$ cat config.mk
export PLATFORM = sky130hd
export DESIGN_NAME = vram_text_writer_flat
export DESIGN_NICKNAME = d
export VERILOG_FILES = /design/src/rtl/vga_text_pkg.sv /design/src/rtl/vram_text_writer_if.sv /design/src/rtl/text_cursor.sv /design/src/rtl/vram_text_writer.sv /design/src/flat_wrapper.sv
export SDC_FILE = /design/constraint.sdc
export NUM_CORES = 1
export LEC_CHECK = 0
export ABC_AREA = 1
export ABC_CLOCK_PERIOD_IN_PS = 1700
export BUFFER_PORTS_ARGS = -buffer_cell sky130_fd_sc_hd__clkbuf_2
export CAP_MARGIN = 30
export CELL_PAD_IN_SITES_DETAIL_PLACEMENT = 1
export CELL_PAD_IN_SITES_GLOBAL_PLACEMENT = 1
export CORE_UTILIZATION = 37
export DETAILED_ROUTE_END_ITERATION = 12
export GPL_TIMING_DRIVEN = 0
export PLACE_DENSITY_LB_ADDON = 0.2
export SETUP_SLACK_MARGIN = 0.02
export SLEW_MARGIN = 20
export SYNTH_ARGS = -nofsm -noshare
export SYNTH_HDL_FRONTEND = slang
export SYNTH_SLANG_ARGS = --single-unit
$ cat constraint.sdc
create_clock -name clk -period 1.7 [get_ports clk]
set_clock_uncertainty 0.05 [all_clocks]
set_input_delay 0.085 -clock clk [delete_from_list [all_inputs] [get_ports clk]]
set_output_delay 0.085 -clock clk [all_outputs]
set_load 0.005 [all_outputs]
$ cat src/rtl/vga_text_pkg.sv
// Shared constants, FSM encoding and write-payload type for the VRAM text writer.
package vga_text_pkg;

  localparam int unsigned DEF_COLS = 40;
  localparam int unsigned DEF_ROWS = 30;
  localparam int unsigned ROW_W    = 5;
  localparam int unsigned COL_W    = 6;
  localparam int unsigned ADDR_W   = 12;
  localparam int unsigned DATA_W   = 32;
  localparam int unsigned CODE_W   = 8;

  localparam logic [CODE_W-1:0] CH_SPACE = 8'h20;
  localparam logic [CODE_W-1:0] CH_BS    = 8'h08;
  localparam logic [CODE_W-1:0] CH_LF    = 8'h0A;
  localparam logic [CODE_W-1:0] CH_CR    = 8'h0D;

  typedef enum logic [1:0] {
    ST_IDLE   = 2'd0,
    ST_CLRROW = 2'd1,
    ST_CLRALL = 2'd2
  } state_e;

  typedef enum logic [2:0] {
    CUR_NOP  = 3'd0,
    CUR_INC  = 3'd1,
    CUR_DEC  = 3'd2,
    CUR_NL   = 3'd3,
    CUR_CR   = 3'd4,
    CUR_HOME = 3'd5
  } cur_cmd_e;

  typedef struct packed {
    logic [ADDR_W-1:0] addr;
    logic [CODE_W-1:0] code;
  } vram_wr_t;

  // Cell address as the display side reads it: {row[5:0], col[5:0]}.
  function automatic logic [ADDR_W-1:0] cell_addr(input logic [ROW_W-1:0] row,
                                                  input logic [COL_W-1:0] col);
    return {1'b0, row, col};
  endfunction

endpackage

$ cat src/rtl/vram_text_writer_if.sv
// CPU-side character stream and VRAM write port of the text writer.
interface vram_text_writer_if;
  import vga_text_pkg::*;

  logic [CODE_W-1:0] char_in;
  logic              char_valid;
  logic              char_ready;
  logic              clr_req;
  logic              vram_we;
  logic [ADDR_W-1:0] vram_addr;
  logic [DATA_W-1:0] vram_data;
  logic [ROW_W-1:0]  cursor_row;
  logic [COL_W-1:0]  cursor_col;
  logic              busy;

  modport master (
    output char_in, char_valid, clr_req,
    input  char_ready, vram_we, vram_addr, vram_data, cursor_row, cursor_col, busy
  );

  modport slave (
    input  char_in, char_valid, clr_req,
    output char_ready, vram_we, vram_addr, vram_data, cursor_row, cursor_col, busy
  );

endinterface

$ cat src/rtl/text_cursor.sv
// Row/column cursor with inc, dec, newline, carriage-return and home commands.
module text_cursor
  import vga_text_pkg::*;
#(
  parameter int unsigned COLS = DEF_COLS,
  parameter int unsigned ROWS = DEF_ROWS
) (
  input  logic             clk,
  input  logic             reset,
  input  cur_cmd_e         cmd,
  output logic [ROW_W-1:0] row,
  output logic [COL_W-1:0] col,
  output logic [ROW_W-1:0] prev_row_c,
  output logic [COL_W-1:0] prev_col_c,
  output logic             eol_c,
  output logic             home_c
);

  logic [ROW_W-1:0] row_q, row_d, next_row_c;
  logic [COL_W-1:0] col_q, col_d;

  assign eol_c      = (col_q == COL_W'(COLS - 1));
  assign home_c     = (row_q == '0) && (col_q == '0);
  assign next_row_c = (row_q == ROW_W'(ROWS - 1)) ? '0 : row_q + ROW_W'(1);

  // Cell one step back, wrapping to the end of the previous row.
  always_comb begin
    prev_row_c = row_q;
    prev_col_c = col_q - COL_W'(1);
    if (col_q == '0) begin
      prev_row_c = row_q - ROW_W'(1);
      prev_col_c = COL_W'(COLS - 1);
    end
  end

  always_comb begin
    row_d = row_q;
    col_d = col_q;
    case (cmd)
      CUR_INC: begin
        if (eol_c) begin
          col_d = '0;
          row_d = next_row_c;
        end else begin
          col_d = col_q + COL_W'(1);
        end
      end
      CUR_DEC: begin
        if (!home_c) begin
          row_d = prev_row_c;
          col_d = prev_col_c;
        end
      end
      CUR_NL: begin
        col_d = '0;
        row_d = next_row_c;
      end
      CUR_CR:   col_d = '0;
      CUR_HOME: begin
        row_d = '0;
        col_d = '0;
      end
      default: ;
    endcase
  end

  always_ff @(posedge clk or negedge reset) begin
    if (!reset) begin
      row_q <= '0;
      col_q <= '0;
    end else begin
      row_q <= row_d;
      col_q <= col_d;
    end
  end

  assign row = row_q;
  assign col = col_q;

endmodule

$ cat src/rtl/vram_text_writer.sv
// Character-stream to VRAM writer: cursor handling, row clear on advance, full-screen clear.
module vram_text_writer
  import vga_text_pkg::*;
#(
  parameter int unsigned COLS = DEF_COLS,
  parameter int unsigned ROWS = DEF_ROWS
) (
  input logic               clk,
  input logic               reset,
  vram_text_writer_if.slave bus
);

  localparam logic [1:0] S_IDLE   = 2'(ST_IDLE);
  localparam logic [1:0] S_CLRROW = 2'(ST_CLRROW);
  localparam logic [1:0] S_CLRALL = 2'(ST_CLRALL);

  logic [1:0]       state_q, state_d;
  logic             pend_q, pend_d;
  logic             ready_q, ready_d;
  logic             busy_q, busy_d;
  logic             we_q, we_d;
  vram_wr_t         wr_q, wr_d;
  logic [ROW_W-1:0] sweep_row_q, sweep_row_d;
  logic [COL_W-1:0] sweep_col_q, sweep_col_d;

  cur_cmd_e         cur_cmd;
  logic [ROW_W-1:0] cur_row, prev_row;
  logic [COL_W-1:0] cur_col, prev_col;
  logic             cur_eol, cur_home;
  logic             accept, last_col, last_row, pend_now;

  text_cursor #(.COLS(COLS), .ROWS(ROWS)) u_cursor (
    .clk        (clk),
    .reset      (reset),
    .cmd        (cur_cmd),
    .row        (cur_row),
    .col        (cur_col),
    .prev_row_c (prev_row),
    .prev_col_c (prev_col),
    .eol_c      (cur_eol),
    .home_c     (cur_home)
  );

  // A clear request in the same cycle steals the slot from the character.
  assign accept   = bus.char_valid && ready_q && !bus.clr_req;
  assign last_col = (sweep_col_q == COL_W'(COLS - 1));
  assign last_row = (sweep_row_q == ROW_W'(ROWS - 1));
  assign pend_now = pend_q || bus.clr_req;

  always_comb begin
    state_d     = state_q;
    pend_d      = pend_q;
    sweep_row_d = sweep_row_q;
    sweep_col_d = sweep_col_q;
    we_d        = 1'b0;
    wr_d        = wr_q;
    cur_cmd     = CUR_NOP;

    case (state_q)
      S_IDLE: begin
        if (bus.clr_req) begin
          state_d     = S_CLRALL;
          sweep_row_d = '0;
          sweep_col_d = '0;
        end else if (accept) begin
          case (bus.char_in)
            CH_CR: cur_cmd = CUR_CR;
            CH_LF: begin
              cur_cmd     = CUR_NL;
              state_d     = S_CLRROW;
              sweep_col_d = '0;
            end
            CH_BS: begin
              if (!cur_home) begin
                cur_cmd = CUR_DEC;
                we_d    = 1'b1;
                wr_d    = '{addr: cell_addr(prev_row, prev_col), code: CH_SPACE};
              end
            end
            default: begin
              cur_cmd = CUR_INC;
              we_d    = 1'b1;
              wr_d    = '{addr: cell_addr(cur_row, cur_col), code: bus.char_in};
              if (cur_eol) begin
                state_d     = S_CLRROW;
                sweep_col_d = '0;
              end
            end
          endcase
        end
      end

      // Blank the row the cursor just moved onto.
      S_CLRROW: begin
        we_d   = 1'b1;
        wr_d   = '{addr: cell_addr(cur_row, sweep_col_q), code: CH_SPACE};
        pend_d = pend_now;
        if (last_col) begin
          sweep_col_d = '0;
          sweep_row_d = '0;
          state_d     = pend_now ? S_CLRALL : S_IDLE;
          pend_d      = 1'b0;
        end else begin
          sweep_col_d = sweep_col_q + COL_W'(1);
        end
      end

      S_CLRALL: begin
        we_d   = 1'b1;
        wr_d   = '{addr: cell_addr(sweep_row_q, sweep_col_q), code: CH_SPACE};
        pend_d = pend_now;
        if (last_col) begin
          sweep_col_d = '0;
          if (last_row) begin
            sweep_row_d = '0;
            cur_cmd     = CUR_HOME;
            state_d     = pend_now ? S_CLRALL : S_IDLE;
            pend_d      = 1'b0;
          end else begin
            sweep_row_d = sweep_row_q + ROW_W'(1);
          end
        end else begin
          sweep_col_d = sweep_col_q + COL_W'(1);
        end
      end

      default: state_d = S_IDLE;
    endcase

    ready_d = (state_d == S_IDLE) && !pend_d;
    busy_d  = (state_d != S_IDLE);
  end

  always_ff @(posedge clk or negedge reset) begin
    if (!reset) begin
      state_q     <= S_IDLE;
      pend_q      <= 1'b0;
      ready_q     <= 1'b1;
      busy_q      <= 1'b0;
      we_q        <= 1'b0;
      wr_q        <= '0;
      sweep_row_q <= '0;
      sweep_col_q <= '0;
    end else begin
      state_q     <= state_d;
      pend_q      <= pend_d;
      ready_q     <= ready_d;
      busy_q      <= busy_d;
      we_q        <= we_d;
      wr_q        <= wr_d;
      sweep_row_q <= sweep_row_d;
      sweep_col_q <= sweep_col_d;
    end
  end

  assign bus.char_ready = ready_q;
  assign bus.busy       = busy_q;
  assign bus.vram_we    = we_q;
  assign bus.vram_addr  = wr_q.addr;
  assign bus.vram_data  = {{(DATA_W - CODE_W){1'b0}}, wr_q.code};
  assign bus.cursor_row = cur_row;
  assign bus.cursor_col = cur_col;

endmodule
$ cat src/flat_wrapper.sv
// flat-port wrapper written by rule: the top's interface ports become plain ports
module vram_text_writer_flat import vga_text_pkg::*;
#(
  parameter int unsigned COLS = DEF_COLS,
  parameter int unsigned ROWS = DEF_ROWS
)
  (clk, reset, bus_char_in, bus_char_valid, bus_clr_req, bus_char_ready, bus_vram_we, bus_vram_addr, bus_vram_data, bus_cursor_row, bus_cursor_col, bus_busy);
  vram_text_writer_if bus_i ();
  input logic clk;
  input logic reset;
  input wire logic [$bits(bus_i.char_in)-1:0] bus_char_in;
  input wire logic [$bits(bus_i.char_valid)-1:0] bus_char_valid;
  input wire logic [$bits(bus_i.clr_req)-1:0] bus_clr_req;
  output wire logic [$bits(bus_i.char_ready)-1:0] bus_char_ready;
  output wire logic [$bits(bus_i.vram_we)-1:0] bus_vram_we;
  output wire logic [$bits(bus_i.vram_addr)-1:0] bus_vram_addr;
  output wire logic [$bits(bus_i.vram_data)-1:0] bus_vram_data;
  output wire logic [$bits(bus_i.cursor_row)-1:0] bus_cursor_row;
  output wire logic [$bits(bus_i.cursor_col)-1:0] bus_cursor_col;
  output wire logic [$bits(bus_i.busy)-1:0] bus_busy;
  assign bus_i.char_in = bus_char_in;
  assign bus_i.char_valid = bus_char_valid;
  assign bus_i.clr_req = bus_clr_req;
  assign bus_char_ready = bus_i.char_ready;
  assign bus_vram_we = bus_i.vram_we;
  assign bus_vram_addr = bus_i.vram_addr;
  assign bus_vram_data = bus_i.vram_data;
  assign bus_cursor_row = bus_i.cursor_row;
  assign bus_cursor_col = bus_i.cursor_col;
  assign bus_busy = bus_i.busy;
  vram_text_writer #(.COLS(COLS), .ROWS(ROWS)) u_core (.clk(clk), .reset(reset), .bus(bus_i));
endmodule
==> impl_metrics.yaml, run 1 <==
sta:
  setup_viol: 45
  layout_setup_ws_ns: -0.273
  hold_violations: 0
  rsz_0062_raised_after_global_routing: "true"
  final.period_utilization_pct: 116
  drv_slew: 0
  maxClockFrequency_mhz: 507
  period_minus_slack_ns: 1.97
  max-slew-margin-rel_pct: 55.1
  max_slew.worst_pin.slew_ns: 0.673
  setup_tns_ns: -7.02
job:
  max_cap_violations: 0
setup_path:
  ff2ff_setup_slack_ns: -0.27
  endpoint_kind: "flop"
  startpoint_type: "flop"
  rr_startpoint: "u_core.u_cursor.col[1]$_DFFE_PN0P_"
  crit_arrival_ns: 2.15
  worst-endpoint-required_ns: 1.87
  setup.worst_path.class: "reg -> reg"
  crit_path_start: "u_core.u_cursor.col[1]$_DFFE_PN0P_"
  critPathMaxFanout: 6
finish:
  final_net_count: 646
  final_core_util_pct: 57.9
  commonest_non_fill_non_tap_cell_in_the_layout: "buf_4"
  final_cell_mix: "buf_4, nand2_1, clkbuf_2"
  finalNonFillerCells: 749
  num-fill-cells: 1146
  drive_above_1_share_pct: 54.0
  area_growth_syn_to_layout_pct: 48.5
  diodes: 0
routing:
  drtIter0Drc: 137
  via_per_inst: 5.16
  drt-wirelength-per-cell_um: 18.3
  routed-via-count: 3863
  final_antenna_net_count: 0
  drc_errors: 0
  first_pass_iters: 4
  route.final.wire_length_mm: 13.7
logic_synthesis:
  count_of_mapped_cells_out_of_synthesis: 465
  netlist_area_mm2: 0.00367
  synth_edf_count: 0
  synth_seq_area_share_pct: 32.1
  postSynth.asyncResetShare_pct: 100
  synth-seq-cells: 47
  dominantRegCellSynth: "dfrtp_1"
  post_synth_num_cell_types: 43
  synth_warnings: 0
  syn_avg_cell_area_um2: 7.89
worst_hold_path:
  worstHoldStart: "bus_char_in[6]"
  worstHoldPathType: "in -> reg"
clocking:
  cts_max_level: 2
  cts_tree: "yes"
  numCtsBuffers: 5
  clkTransAtPathRegs_ns: 0.10
  cts_buffer_depth: 2
  clkLatencyLatePin_ns: 0.32
  cts_num_sinks: 47
  clockRootBuffer: "clkbuf_8"
floorplanning:
  chipHeight_um: 102
  initial_core_utilization_pct: 39.0
  io-pin-count: 70
  core-area_mm2: 0.00942
  die_width_um: 102
  die-area_mm2: 0.0103
  std_cell_rows: 35
run_status:
  status: "finished with violations"
  failing_checks: "negative setup slack"
global_routing:
  grt_start_max_net_pins: 48
  globalRoute.totalOverflow: 0
  grt_pass1_vias: 4128
  grt_pass1_wl_mm: 21.0
  antenna_violations_before_repair: 0
  grt_util_all_layers_pct: 26.8
power_and_ir_drop:
  cellPowerDensity_mw_per_mm2: 1400
  power_leakage_nw: 2.70
  post_layout_power_mw: 7.65
  worst_ir_drop_vdd_uv: 580
placement:
  io_buffers: 44
  place.detailed.instances: 662
  placement.setup.worst_slack_ns: -0.413
  dp_hpwl_mm: 7.86
  globalplace.congestion: 0.842
-- routing by layer --
metal | track usage, % | vias to the layer above | part of all wire, %
met1 | 29.5 | 1941 | 39
met5 | 0 | - | 0
met2 | 50.3 | 106 | 54
li1 | - | 1775 | -
met3 | 3.66 | 41 | 4.3
met4 | 12.6 | 0 | 3.4
-- stage by stage --
step | cell area, um^2 | hold WS (ns)
6_report | 5450 | 0.0103
5_1_grt | 5450 | 0.00672
4_1_cts | 5250 | 0.00420
3_5_place_dp | 4210 | 0.144
3_3_place_gp | 4200 | 0.299
2_1_floorplan | 3820 | -0.261
-- registers in the layout, summed over array words and instances (netlist names) --
name	cells
u_core.bus.busy	1
u_core.bus.char_ready	1
u_core.bus.vram_addr	11
u_core.bus.vram_data	8
u_core.bus.vram_we	1
u_core.pend_q	1
u_core.state_q	2
u_core.sweep_col_q	6
u_core.sweep_row_q	5
u_core.u_cursor.col	6
u_core.u_cursor.row	5
-- worst paths after layout --
check | to | cells after the start
setup / recovery | u_core.u_cursor.col[1]$_DFFE_PN0P_ | 12
hold / removal | u_core.bus.vram_data[6]$_DFFE_PN0P_ | 3
setup reg to reg | u_core.u_cursor.col[1]$_DFFE_PN0P_ | 12
hold reg to reg | u_core.bus.vram_addr[9]$_DFFE_PN0P_ | 2
max in group asynchronous | u_core.state_q[1]$_DFF_PN0_ | 2
min in group asynchronous | u_core.bus.vram_data[5]$_DFFE_PN0P_ | 2
-- cell type report --
class                           instances  area (um^2)  share of cell area (%)
Multi-Input combinational cell        351         2530                    46.5
Buffer                                 34          314                    5.76
Sequential cell                        47         1190                    21.8
Inverter                               58          240                    4.41
Clock inverter                          3         22.5                   0.413
Clock buffer                            5         68.8                    1.26
Tap cell                              129          161                    2.96
Timing Repair Buffer                  122          923                    16.9
-- cell families after synthesis --
logic type / synth area share, %
adder cells (fa/ha/maj): 5.11
flip-flops: 32.1
AO/OA/AOI/OAI: 13.6
AND/OR/NAND/NOR: 32.8
XOR/XNOR: 2.39
other: 0.102
buffers and inverters: 14.0
-- power by group --
part	leakage [nW]	switching [mW]	internal, mW
Combinational	2.07	2.69	2.30
Sequential	0.583	0.401	1.51
Clock	0.0485	0.443	0.296
-- cells in the mapped netlist, types with 2 or more instances --
master	number	area, um^2
nand2_1	89	334
dfrtp_1	46	1150
inv_1	42	158
nor2_1	34	128
nand2_2	30	188
buf_4	26	195
nand3_1	22	110
inv_2	16	60.1
a21oi_1	15	75.1
ha_1	15	188
o21ai_0	12	60.1
o21ai_2	12	105
xor2_1	10	87.6
nand4_1	9	56.3
o22ai_1	9	56.3
o31ai_1	8	60.1
nor3_1	7	35.0
nand2_4	6	67.6
a221oi_1	5	43.8
nor2_4	5	56.3
o21ai_1	5	25.0
nand3_2	4	40.0
nor2_2	4	25.0
a22oi_1	3	22.5
buf_12	3	60.1
buf_6	3	33.8
or2_0	3	18.8
or2_1	3	18.8
clkbuf_1	2	7.51
nand3b_1	2	15.0
nor2_8	2	40.0
nor3b_1	2	15.0
-- repair_timing --
action,CTS,global route
cloned,4,0
pin swaps,32,26
resized for setup,97,33
setup endpoints to repair,46,46
endpoints found under the hold margin,51,0
buffers inserted,58,11
hold buffers,6,0
-- critical path, cell delays in order (launching register included) --
cell and delay (ns):
dfrtp_2 0.45, inv_4 0.08, ha_4 0.15, nand2_4 0.05
nor2_4 0.13, nand2_4 0.08, nand2_4 0.09, nand2_1 0.10
nand2_2 0.17, nand2_4 0.09, nand2_2 0.16, o21ai_2 0.11
a22oi_2 0.18
No activity file was read; power rests on OpenSTA's default activity.
==> inputs of run 2 (changes only) <==
--- a/config.mk
+++ b/config.mk
@@ -14,6 +14,7 @@
 export CORE_UTILIZATION = 37
 export DETAILED_ROUTE_END_ITERATION = 12
 export GPL_TIMING_DRIVEN = 0
+export HOLD_SLACK_MARGIN = 0.1
 export PLACE_DENSITY_LB_ADDON = 0.2
 export SETUP_SLACK_MARGIN = 0.02
 export SLEW_MARGIN = 20
==> impl_metrics.yaml, run 2 (synthesis gave the netlist of run 1 again) <==
routing:
  via_per_inst: 5.33
  detailed_routing_wirelength_on_met1_mm: 5.61
  dr_wl_met3_um: 627
  topRoutingLayerUsed: "met4"
  final_antenna_net_count: 0
  first_pass_iters: 5
  drtIter0Drc: 145
  drc_errors: 0
  routed-via-count: 4029
  route.final.wire_length_mm: 14.7
  drt-wirelength-per-cell_um: 19.4
  met2RoutedLength_mm: 7.83
clocking:
  cts_tree: "yes"
  numCtsBuffers: 5
  cts_buffer_depth: 2
  cts_max_level: 2
  clkLatencyLatePin_ns: 0.32
  cts_num_sinks: 47
  clkTransAtPathRegs_ns: 0.10
  clockRootBuffer: "clkbuf_8"
global_routing:
  antenna_violations_before_repair: 0
  globalRoute.totalOverflow: 0
  grt_util_all_layers_pct: 27.1
  grt_pass1_vias: 4145
  grt_start_max_net_pins: 48
  grt_pass1_wl_mm: 21.4
placement:
  detailed_place.area_mm2: 0.00421
  dp_hpwl_mm: 7.86
  io_buffers: 44
  place.detailed.instances: 662
  globalplace.congestion: 0.842
setup_path:
  worst-endpoint-required_ns: 1.84
  setup.worst_path.class: "reg -> reg"
  crit_chain: "inv_2 -> ha_4 -> nand4_1 -> nor2_2 -> nand2_2 -> nand2_4 -> buf_4 -> nand3_2 -> o21ai_2 -> a22oi_2"
  cp_slowest_stage_delay_ns: 0.41
  crit_arrival_ns: 2.18
  cp_num_buf_inv: 2
  critPathMaxFanout: 5
  startpoint_type: "flop"
  cp_top_family: "simple AND/OR/NAND/NOR gates"
  critical-path-slowest-cell: "dfrtp_1"
  endpoint_kind: "flop"
sta:
  max_slew.worst_pin.slew_ns: 0.680
  drv_slew: 0
  worst_hold_margin_ns: 0.236
  hold_violations: 0
  period_minus_slack_ns: 2.05
  layout_setup_ws_ns: -0.347
  rsz_0062_raised_after_global_routing: "true"
  setup_viol: 45
  max-slew-margin-rel_pct: 54.7
  final.period_utilization_pct: 120
  maxClockFrequency_mhz: 489
finish:
  area_growth_syn_to_layout_pct: 52.2
  final_cell_mix: "buf_4, nand2_1, clkbuf_2"
  multi_input_area_mm2: 0.00257
  finalNonFillerCells: 756
  design_area_mm2: 0.00559
  ff_latch_area_mm2: 0.00119
  diodes: 0
  largest_reg_flops: 11
  commonest_non_fill_non_tap_cell_in_the_layout: "buf_4"
  drive_above_1_share_pct: 55.2
  num-fill-cells: 1134
  final_net_count: 653
power_and_ir_drop:
  worst_ir_drop_vdd_uv: 640
  cellPowerDensity_mw_per_mm2: 1400
  post_layout_power_mw: 7.84
  power_leakage_nw: 2.75
floorplanning:
  chipHeight_um: 102
  die-area_mm2: 0.0103
  core-area_mm2: 0.00942
  std_cell_rows: 35
  die_width_um: 102
  initial_core_utilization_pct: 39.0
  io-pin-count: 70
worst_hold_path:
  worstHoldPathType: "in -> reg"
run_status:
  status: "finished with violations"
  failing_checks: "negative setup slack"
job:
  max_cap_violations: 0
run 2: changes by cell type in the layout (fill, tap and decap cells not counted), sizes merged:
cell / delta
clkbuf: +1
dlygate4sd3: +3
buf: +3
run 2: final timing paths:
kind	start	end	slack, ns	cells past startpoint
min in group asynchronous	reset	u_core.bus.vram_data[3]$_DFFE_PN0P_	0.31	2
max	u_core.sweep_row_q[1]$_DFFE_PN0P_	u_core.u_cursor.col[1]$_DFFE_PN0P_	-0.35	10
max in group asynchronous	reset	u_core.u_cursor.col[0]$_DFFE_PN0P_	0.79	2
min	bus_clr_req	u_core.state_q[0]$_DFF_PN0_	0.24	6
max reg2reg	u_core.sweep_row_q[1]$_DFFE_PN0P_	u_core.u_cursor.col[1]$_DFFE_PN0P_	-0.35	10
min reg2reg	u_core.bus.vram_addr[5]$_DFFE_PN0P_	u_core.bus.vram_addr[5]$_DFFE_PN0P_	0.45	2
run 2: layout make-up:
type,count,area share [%]
buffer,34,5.62
clock buffer,5,1.23
clock inverter,3,0.403
inverter,58,4.34
multi-input combinational,351,46.1
sequential,47,21.3
tap,129,2.89
timing repair buffer,129,18.2
run 2: routing by layer:
metal  global-route usage (%)  up-vias
met4                     11.5        0
li1                         -     1787
met1                     30.2     2043
met2                     51.1      146
met5                        0        -
met3                     3.80       53
run 2: repair_timing:
item,4_1_cts,5_1_grt
resized for setup,97,47
pin swaps,32,26
endpoints found under the hold margin,54,0
endpoints found under the setup margin,46,46
cloned,4,1
buffers inserted,58,14
hold buffers,9,0
run 2: metrics by stage:
stage | TNS, ns | util [%] | setup WS (ns)
2_1_floorplan | -0.325 | - | -0.0480
3_3_place_gp | -9.60 | 44.6 | -0.376
3_5_place_dp | -11.24 | 44.7 | -0.413
4_1_cts | -4.76 | 56.1 | -0.179
5_1_grt | -12.43 | 59.4 | -0.488
6_report | -8.36 | 59.4 | -0.347
run 2: worst min-delay path, stage by stage:
cell and delay, ns:
clkbuf_2 0.13, nor2_2 0.07, nand3_1 0.09, nand2_1 0.07, nand3_2 0.09, inv_1 0.04
run 2: power by group:
part / switching, mW / total, mW / internal (mW)
logic: 2.78 / 5.19 / 2.40
clock network: 0.439 / 0.735 / 0.296
registers: 0.413 / 1.92 / 1.51
total: 3.64 / 7.84 / 4.21
==> inputs of run 3 (changes only) <==
--- a/config.mk
+++ b/config.mk
@@ -11,6 +11,7 @@
 export CAP_MARGIN = 30
 export CELL_PAD_IN_SITES_DETAIL_PLACEMENT = 1
 export CELL_PAD_IN_SITES_GLOBAL_PLACEMENT = 1
+export CORE_MARGIN = 5
 export CORE_UTILIZATION = 37
 export DETAILED_ROUTE_END_ITERATION = 12
 export GPL_TIMING_DRIVEN = 0
==> impl_metrics.yaml, run 3 (synthesis gave the netlist of run 1 again) <==
sta:
  setup_tns_ns: -8.62
  maxClockFrequency_mhz: 496
  layout_setup_ws_ns: -0.314
  max-slew-margin-rel_pct: 54.1
  max_slew.worst_pin.slew_ns: 0.688
  drv_slew: 0
  rsz_0062_raised_after_global_routing: "true"
  worst_hold_margin_ns: 0.205
  period_minus_slack_ns: 2.01
  hold_violations: 0
  setup_viol: 44
  final.period_utilization_pct: 118
floorplanning:
  chipHeight_um: 110
  core-area_mm2: 0.00973
  io-pin-count: 70
  die_width_um: 110
  die-area_mm2: 0.0120
  initial_core_utilization_pct: 37.7
  std_cell_rows: 36
setup_path:
  cp_num_buf_inv: 2
  r2r.worst_path.cells: 13
  crit_arrival_ns: 2.20
  cp.depth: 13
  worst-endpoint-required_ns: 1.88
  crit_path_frequent_cell: "nand2_4"
  cp_slowest_stage_delay_ns: 0.41
  critPathMaxFanout: 6
  critical-path-slowest-cell: "dfrtp_1"
  startpoint_type: "flop"
  setup.worst_path.class: "reg -> reg"
  cp_top_family: "simple AND/OR/NAND/NOR gates"
  crit_chain: "buf_6 -> nor2_4 -> nand2_4 -> nor2_4 -> nand2_4 -> nand2_4 -> nand2_4 -> nand2_4 -> nand2_4 -> buf_12 -> nand2_4 -> o21ai_1 -> a22oi_2"
  endpoint_kind: "flop"
job:
  max_cap_violations: 0
clocking:
  clkTransAtPathRegs_ns: 0.10
  clockRootBuffer: "clkbuf_8"
  cts_max_level: 2
  cts_num_sinks: 47
  cts_tree: "yes"
  numCtsBuffers: 5
  cts_buffer_depth: 2
  clkLatencyLatePin_ns: 0.33
routing:
  final_antenna_net_count: 0
  drt-wirelength-per-cell_um: 20.1
  routed-via-count: 3957
  via_per_inst: 5.23
  route.final.wire_length_mm: 15.2
  drtIter0Drc: 224
  drc_errors: 0
  first_pass_iters: 4
placement:
  globalplace.congestion: 0.813
  placement.setup.worst_slack_ns: -0.410
  io_buffers: 44
  place.detailed.instances: 666
  dp_hpwl_mm: 8.03
global_routing:
  grt_util_all_layers_pct: 21.8
  globalRoute.totalOverflow: 0
  grt_start_max_net_pins: 48
  grt_pass1_vias: 4075
  antenna_violations_before_repair: 0
  grt_pass1_wl_mm: 20.5
worst_hold_path:
  worstHoldPathCells: 5
  worstHoldPathType: "in -> reg"
finish:
  drive_above_1_share_pct: 57.5
  finalNonFillerCells: 756
  area_growth_syn_to_layout_pct: 58.1
  final_net_count: 649
  final_cell_mix: "buf_4, nand2_1, clkbuf_2"
  diodes: 0
  largest_reg_flops: 11
  commonest_non_fill_non_tap_cell_in_the_layout: "buf_4"
power_and_ir_drop:
  power_leakage_nw: 2.90
  worst_ir_drop_vdd_uv: 613
  post_layout_power_mw: 8.34
  cellPowerDensity_mw_per_mm2: 1440
run_status:
  failing_checks: "negative setup slack"
  status: "finished with violations"
[run 3: cell types whose count changed in the layout (fill, tap and decap cells not counted), moves of 4 or more]
cell	previous run	this run
a21oi_1	9	5
buf_4	85	78
inv_4	8	12
nand2_1	68	64
nand2_2	39	26
nand2_4	19	34
a21oi_2	6	10
[run 3: through the flow]
step | utilization [%] | area (um^2)
6_report | 59.7 | 5800
5_1_grt | 59.7 | 5800
4_1_cts | 54.9 | 5350
3_5_place_dp | 43.3 | 4210
3_3_place_gp | 43.2 | 4210
2_1_floorplan | - | 3820
[run 3: report_power, final]
part	internal [mW]	switching [mW]	leakage (nW)
combinational	2.47	3.01	2.27
clock	0.440	0.462	0.0581
sequential	1.51	0.444	0.580
total	4.42	3.92	2.90
[run 3: timing repair]
action,4_1_cts,5_1_grt
hold endpoints to repair,54,0
buffers inserted,50,24
pin swaps,31,29
hold buffers,9,0
cloned,5,0
setup endpoints to repair,46,46
gates resized for setup,112,88
[run 3: area by class of cell]
type	count	area, um^2
buffer	32	275
clock buffer	5	68.8
clock inverter	3	43.8
fill	1156	3930
inverter	58	253
multi-input combinational	351	2790
sequential	47	1190
tap	133	166
timing repair buffer	127	1020
[run 3: layer usage]
metal / up-vias / wire length, um / track usage [%] / part of all wire [%]
met4: 0 / 552 / 6.68 / 3.6
met2: 139 / 8190 / 42.1 / 54
met3: 47 / 636 / 2.35 / 4.2
met5: - / 0 / 0 / 0
met1: 1984 / 5830 / 25.0 / 38
li1: 1787 / - / - / -
[run 3: final timing paths]
| kind | slack, ns | end | startpoint |
|---|---|---|---|
| worst max-delay path | -0.31 | u_core.u_cursor.col[1]$_DFFE_PN0P_ | u_core.u_cursor.col[3]$_DFFE_PN0P_ |
| worst min-delay path | 0.21 | u_core.bus.char_ready$_DFF_PN1_ | bus_clr_req |
| worst max register to register | -0.31 | u_core.u_cursor.col[1]$_DFFE_PN0P_ | u_core.u_cursor.col[3]$_DFFE_PN0P_ |
| worst min register to register | 0.46 | u_core.bus.vram_addr[2]$_DFFE_PN0P_ | u_core.bus.vram_addr[2]$_DFFE_PN0P_ |
| max in group asynchronous | 0.79 | u_core.u_cursor.row[0]$_DFFE_PN0P_ | reset |
| min in group asynchronous | 0.29 | u_core.bus.vram_data[5]$_DFFE_PN0P_ | reset |
[run 3: worst reg2reg max path, stage by stage (launching register included)]
cell and delay, ns:
dfrtp_1 0.41, buf_6 0.14, nor2_4 0.13, nand2_4 0.06, nor2_4 0.17, nand2_4 0.10
nand2_4 0.12, nand2_4 0.07, nand2_4 0.10, nand2_4 0.07, buf_12 0.13, nand2_4 0.08
o21ai_1 0.11, a22oi_2 0.19
